<file path="config.mk">
export PLATFORM = sky130hd
export DESIGN_NAME = alu_exec_unit
export DESIGN_NICKNAME = d
export VERILOG_FILES = /design/src/rtl/alu_exec_unit.sv
export SDC_FILE = /design/constraint.sdc
export NUM_CORES = 1
export LEC_CHECK = 0
export BUFFER_PORTS_ARGS = -buffer_cell sky130_fd_sc_hd__buf_4
export CAP_MARGIN = 20
export CORE_MARGIN = 2
export CORE_UTILIZATION = 55
export DETAILED_ROUTE_END_ITERATION = 6
export PLACE_DENSITY_LB_ADDON = 0.12
export SYNTH_ARGS = -nofsm -noshare
export SYNTH_HDL_FRONTEND = slang
export SYNTH_SLANG_ARGS = --single-unit
</file>
<file path="constraint.sdc">
create_clock -name clk -period 5.2 [get_ports clk]
set_clock_uncertainty 0.1 [all_clocks]
set_input_delay 0.26 -clock clk [delete_from_list [all_inputs] [get_ports clk]]
set_output_delay 0.26 -clock clk [all_outputs]
set_load 0.02 [all_outputs]
</file>
<file path="src/rtl/alu_exec_unit.sv">
// alu_exec_unit: execute stage driven by the 3-bit ALU control code.
// Single-cycle ops finish on the accept edge; MUL/MOD iterate one operand bit per cycle.
module alu_exec_unit #(
   parameter int WIDTH = 32
) (
   input  logic             clk,
   input  logic             rst_n,
   input  logic             start_valid,
   output logic             start_ready,
   input  logic [2:0]       alu_control,
   input  logic [WIDTH-1:0] src_a,
   input  logic [WIDTH-1:0] src_b,
   output logic             result_valid,
   input  logic             result_ready,
   output logic [WIDTH-1:0] result,
   output logic             flag_z,
   output logic             flag_n,
   output logic             flag_c,
   output logic             flag_v,
   output logic             div_by_zero
);
   // state  | meaning
   // S_IDLE | waiting for an op, start_ready high
   // S_CALC | MUL/MOD iterating, one bit per cycle
   // S_DONE | result/flags presented until result_ready

   localparam int CW = $clog2(WIDTH);
   localparam logic [2:0] OP_ADD = 3'b000;
   localparam logic [2:0] OP_LSR = 3'b001;
   localparam logic [2:0] OP_SUB = 3'b010;
   localparam logic [2:0] OP_MOV = 3'b011;
   localparam logic [2:0] OP_MOD = 3'b100;
   localparam logic [2:0] OP_MUL = 3'b110;

   typedef enum logic [1:0] {
      S_IDLE = 2'd0,
      S_CALC = 2'd1,
      S_DONE = 2'd2
   } state_t;

   state_t           r_state, w_state_nxt;
   logic [2:0]       r_op;
   logic [WIDTH-1:0] r_a, r_b, r_acc;
   logic [CW-1:0]    r_cnt;
   logic [WIDTH-1:0] r_result;
   logic             r_z, r_n, r_c, r_v, r_dbz;

   logic             w_accept, w_to_calc, w_last;
   logic [WIDTH:0]   w_sum;
   logic [WIDTH-1:0] w_diff, w_res;
   logic             w_c, w_v, w_dbz;
   logic [WIDTH-1:0] w_mul_acc, w_rem_nxt, w_step;
   logic [WIDTH:0]   w_rem_sh;

   assign start_ready  = (r_state == S_IDLE);
   assign result_valid = (r_state == S_DONE);
   assign result       = r_result;
   assign flag_z       = r_z;
   assign flag_n       = r_n;
   assign flag_c       = r_c;
   assign flag_v       = r_v;
   assign div_by_zero  = r_dbz;

   assign w_accept  = start_valid & start_ready;
   assign w_to_calc = (alu_control == OP_MUL) || ((alu_control == OP_MOD) && (src_b != '0));
   assign w_last    = (r_cnt == CW'(WIDTH - 1));

   always_ff @(posedge clk or negedge rst_n) begin
      if (!rst_n) r_state <= S_IDLE;
      else        r_state <= w_state_nxt;
   end

   always_comb begin
      w_state_nxt = r_state;
      case (r_state)
         S_IDLE:  if (w_accept) w_state_nxt = w_to_calc ? S_CALC : S_DONE;
         S_CALC:  if (w_last) w_state_nxt = S_DONE;
         S_DONE:  if (result_ready) w_state_nxt = S_IDLE;
         default: w_state_nxt = S_IDLE;
      endcase
   end

   // Single-cycle results, computed straight from the inputs on the accept edge
   always_comb begin
      w_sum  = {1'b0, src_a} + {1'b0, src_b};
      w_diff = src_a - src_b;
      w_res  = '0;
      w_c    = 1'b0;
      w_v    = 1'b0;
      w_dbz  = 1'b0;
      case (alu_control)
         OP_ADD: begin
            w_res = w_sum[WIDTH-1:0];
            w_c   = w_sum[WIDTH];
            w_v   = (src_a[WIDTH-1] == src_b[WIDTH-1]) && (w_sum[WIDTH-1] != src_a[WIDTH-1]);
         end
         OP_LSR: w_res = (src_b >= WIDTH'(WIDTH)) ? '0 : (src_a >> src_b);
         OP_SUB: begin
            w_res = w_diff;
            w_c   = (src_a >= src_b);
            w_v   = (src_a[WIDTH-1] != src_b[WIDTH-1]) && (w_diff[WIDTH-1] != src_a[WIDTH-1]);
         end
         OP_MOV: w_res = src_b;
         OP_MOD: begin
            // only reaches DONE directly when the divisor is zero
            w_res = src_a;
            w_dbz = 1'b1;
         end
         default: w_res = '0;
      endcase
   end

   // One iteration: MUL shifts the multiplicand left / multiplier right,
   // the remainder path shifts the dividend's next bit into the partial remainder.
   always_comb begin
      w_mul_acc = r_b[0] ? (r_acc + r_a) : r_acc;
      w_rem_sh  = {r_acc, r_a[WIDTH-1]};
      w_rem_nxt = w_rem_sh[WIDTH-1:0];
      if (w_rem_sh >= {1'b0, r_b}) w_rem_nxt = WIDTH'(w_rem_sh - {1'b0, r_b});
      w_step = (r_op == OP_MUL) ? w_mul_acc : w_rem_nxt;
   end

   always_ff @(posedge clk or negedge rst_n) begin
      if (!rst_n) begin
         r_op     <= '0;
         r_a      <= '0;
         r_b      <= '0;
         r_acc    <= '0;
         r_cnt    <= '0;
         r_result <= '0;
         r_z      <= 1'b0;
         r_n      <= 1'b0;
         r_c      <= 1'b0;
         r_v      <= 1'b0;
         r_dbz    <= 1'b0;
      end else if (w_accept) begin
         r_op  <= alu_control;
         r_a   <= src_a;
         r_b   <= src_b;
         r_acc <= '0;
         r_cnt <= '0;
         if (!w_to_calc) begin
            r_result <= w_res;
            r_z      <= (w_res == '0);
            r_n      <= w_res[WIDTH-1];
            r_c      <= w_c;
            r_v      <= w_v;
            r_dbz    <= w_dbz;
         end
      end else if (r_state == S_CALC) begin
         r_acc <= w_step;
         r_cnt <= r_cnt + CW'(1);
         r_a   <= r_a << 1;
         if (r_op == OP_MUL) r_b <= r_b >> 1;
         if (w_last) begin
            r_result <= w_step;
            r_z      <= (w_step == '0);
            r_n      <= w_step[WIDTH-1];
            r_c      <= 1'b0;
            r_v      <= 1'b0;
            r_dbz    <= 1'b0;
         end
      end
   end

endmodule

</file>
==> results_dict.tcl <==
set metrics [dict create \
    dr.first_iter.drc_count 2246 \
    dieWidth_um 177 \
    avgViaCountPerCell 6.91 \
    setup_viol 0 \
    cp.required_ns 5.47 \
    cts_hold_buf 2 \
    routedWlPerCell_um 25.4 \
    die_y_um 177 \
    max_clock_freq_mhz 204 \
    nNetsFinal 2441 \
    fin_tns_setup_ns 0 \
    yosysWarnings 0 \
    synth_area_um2 16500 \
    num_antenna_cells 0 \
    cp.arrival_ns 5.17 \
    p_per_area_nw_per_um2 498 \
    multi_input_area_um2 12000 \
    grt_overflow 0 \
    gp_congestion 1.02 \
    cts_sinks 142 \
    dp_slack_ns 0.496 \
    synth_edf_count 0 \
    totalWireLength_um 66900 \
    fin_hold_ws_ns 0.0351 \
    timing.final.crit_period_ns 4.90 \
    hp-class "primary input to flop" \
    syn_area_per_cell_um2 7.52 \
    synth_cells 2200 \
    setup_slack_ns 0.305 \
    status "finished clean" \
    cp-start-kind "flop" \
    cts_tree "yes" \
    async_flop_share 1.00 \
    cts_resized 0 \
    syn_nets 2404 \
    layout_common_cells "nand2_1, a21oi_1, nor2_1, buf_4, o21ai_0" \
    dp_hpwl_um 50600 \
    fillers 2791 \
    die_area_um2 31500 \
    vdd_drop_max_mv 0.246 \
    cts.path.max_buffers 2 \
    grt_max_degree 82 \
    cap_violations 0 \
    endpoint_kind "flop" \
    antenna_found_initial 2 \
    clk_latency_ns 0.44 \
    seq_area_frac_synth 0.215 \
    hold_viol 0 \
    worst_pin_slew_ns 0.921 \
    synth.ff_latch_count 142 \
    fin_util 0.618 \
    drive_gt1_frac 0.117 \
    drt-pass1-iter-count 6 \
    p_leak_nw 8.32 \
    numCtsBuffers 17 \
    regArea_um2 3550 \
    ioPinCount 110 \
    period_share 0.941 \
    start_util 0.558 \
    drv_slew 0 \
    synth_cell_types 89 \
    path_clk_slew_ns 0.06 \
    power_w 0.00911 \
    slew_headroom 0.380 \
    fp.coreArea_um2 29600 \
    numPortBuffers 109 \
    rsz0062_at_grt "false" \
    path_max_fanout 7 \
    final_common_cell "nand2_1" \
    grt_pass1_wl_um 101000 \
    grt_use_total 0.422 \
    vias 18218 \
    remaining_drc_errors 0 \
    cts-root-buf "clkbuf_16" \
    drtAntennaViolNets 0 \
    cts_max_level 4 \
    grt_pass1_vias 17096 \
    crit_type "flop to flop" \
    rows 63 \
    synth-main-ff-cell "dfrtp_1" \
    postCtsSetupRepairBufs 0 \
    syn_to_final_growth_pct 10.7 \
]
[power breakdown]
group	switching, W	internal (W)
registers	0.000464	0.00156
logic	0.00369	0.00210
clock network	0.000511	0.000789
[per-stage QoR]
step | instance area (µm²) | cells
final | 18300 | 2638
after global routing | 18300 | 2638
after CTS | 18300 | 2638
after detailed placement | 17700 | 2606
after global placement | 17700 | 2606
after floorplan | 16500 | 2200
[synthesized netlist by cell type, drive strengths merged, types with 11 or more instances]
| cell type | instances | share of area |
|---|---|---|
| o21a | 14 | 0.0064 |
| a221oi | 11 | 0.0066 |
| nor3 | 42 | 0.013 |
| o21bai | 11 | 0.0050 |
| xor2 | 21 | 0.011 |
| xnor2 | 57 | 0.030 |
| a21o | 36 | 0.016 |
| a211oi | 72 | 0.034 |
| ha | 129 | 0.098 |
| mux2i | 51 | 0.031 |
| o21ai | 162 | 0.049 |
| dfrtp | 142 | 0.21 |
| and3 | 14 | 0.0053 |
| inv | 106 | 0.024 |
| a31oi | 19 | 0.0081 |
| mux4 | 18 | 0.025 |
| and2 | 12 | 0.0045 |
| nor2 | 185 | 0.042 |
| o31ai | 18 | 0.0082 |
| nand4 | 19 | 0.0072 |
| buf | 34 | 0.010 |
| a22o | 14 | 0.0074 |
| or2 | 13 | 0.0049 |
| or3 | 20 | 0.0076 |
| o221ai | 12 | 0.0067 |
| nand2b | 18 | 0.0068 |
| nand2 | 262 | 0.059 |
| o211ai | 30 | 0.014 |
| clkbuf | 106 | 0.024 |
| a22oi | 56 | 0.025 |
| nor2b | 38 | 0.014 |
| a21oi | 203 | 0.062 |
| nand3 | 77 | 0.023 |
| mux2 | 19 | 0.013 |
| nor4 | 29 | 0.011 |
[routing by layer]
metal  track usage  vias up  share of wire
li1              -     8192              -
met1         0.567     8704           0.40
met2         0.659     1097           0.44
met3        0.0771      221           0.10
met4         0.191        4          0.051
met5             0        -        0.00094
[sequential cells by signal (all words and copies together), names as in the netlist]
register,cells
flag_z,1
flag_c,1
flag_v,1
r_b,32
div_by_zero,1
r_op,3
r_state,2
r_acc,32
result,32
r_cnt,5
r_a,32
[critical path, cell delays in order, from the launching register on]
cell,delay (ns)
dfrtp_1,0.45
ha_1,0.41
a21o_1,0.25
or2_1,0.25
o311ai_2,0.51
o31ai_1,0.24
a211oi_1,0.47
mux2i_1,0.27
nand3_1,0.11
a21oi_1,0.51
nand3_1,0.22
nor4_1,0.42
nand4b_1,0.17
and4bb_1,0.30
a31o_1,0.15
[area by class of cell]
cell class                 instances  area share
sequential                       142       0.194
timing repair buffer             158      0.0660
clock inverter                     9     0.00731
clock buffer                      21      0.0257
multi-input combinational       1810       0.658
tap                              390      0.0267
inverter                         108      0.0221
[final timing paths]
check	startpoint	endpoint	slack (ns)	cells after the start
hold / removal	alu_control[0]	r_op[0]	0.04	3
min in group asynchronous	rst_n	result[2]	0.34	2
max in group asynchronous	rst_n	r_b[20]	3.27	3
setup / recovery	r_acc[5]	flag_z	0.30	14
hold reg to reg	r_op[2]	r_op[2]	0.38	2
setup reg to reg	r_acc[5]	flag_z	0.30	14
[cells by family (layout without fill, tap and decap cells)]
kind of cell | count (synthesis) | count (layout) | synth area share
compound gates | 756 | 756 | 0.302
xor+xnor | 78 | 78 | 0.0413
fa+ha+maj | 133 | 133 | 0.102
buf+inv | 248 | 296 | 0.0589
flops | 142 | 142 | 0.215
mux | 88 | 88 | 0.0683
simple gates | 755 | 755 | 0.212
(Power assumes the default switching activity.)
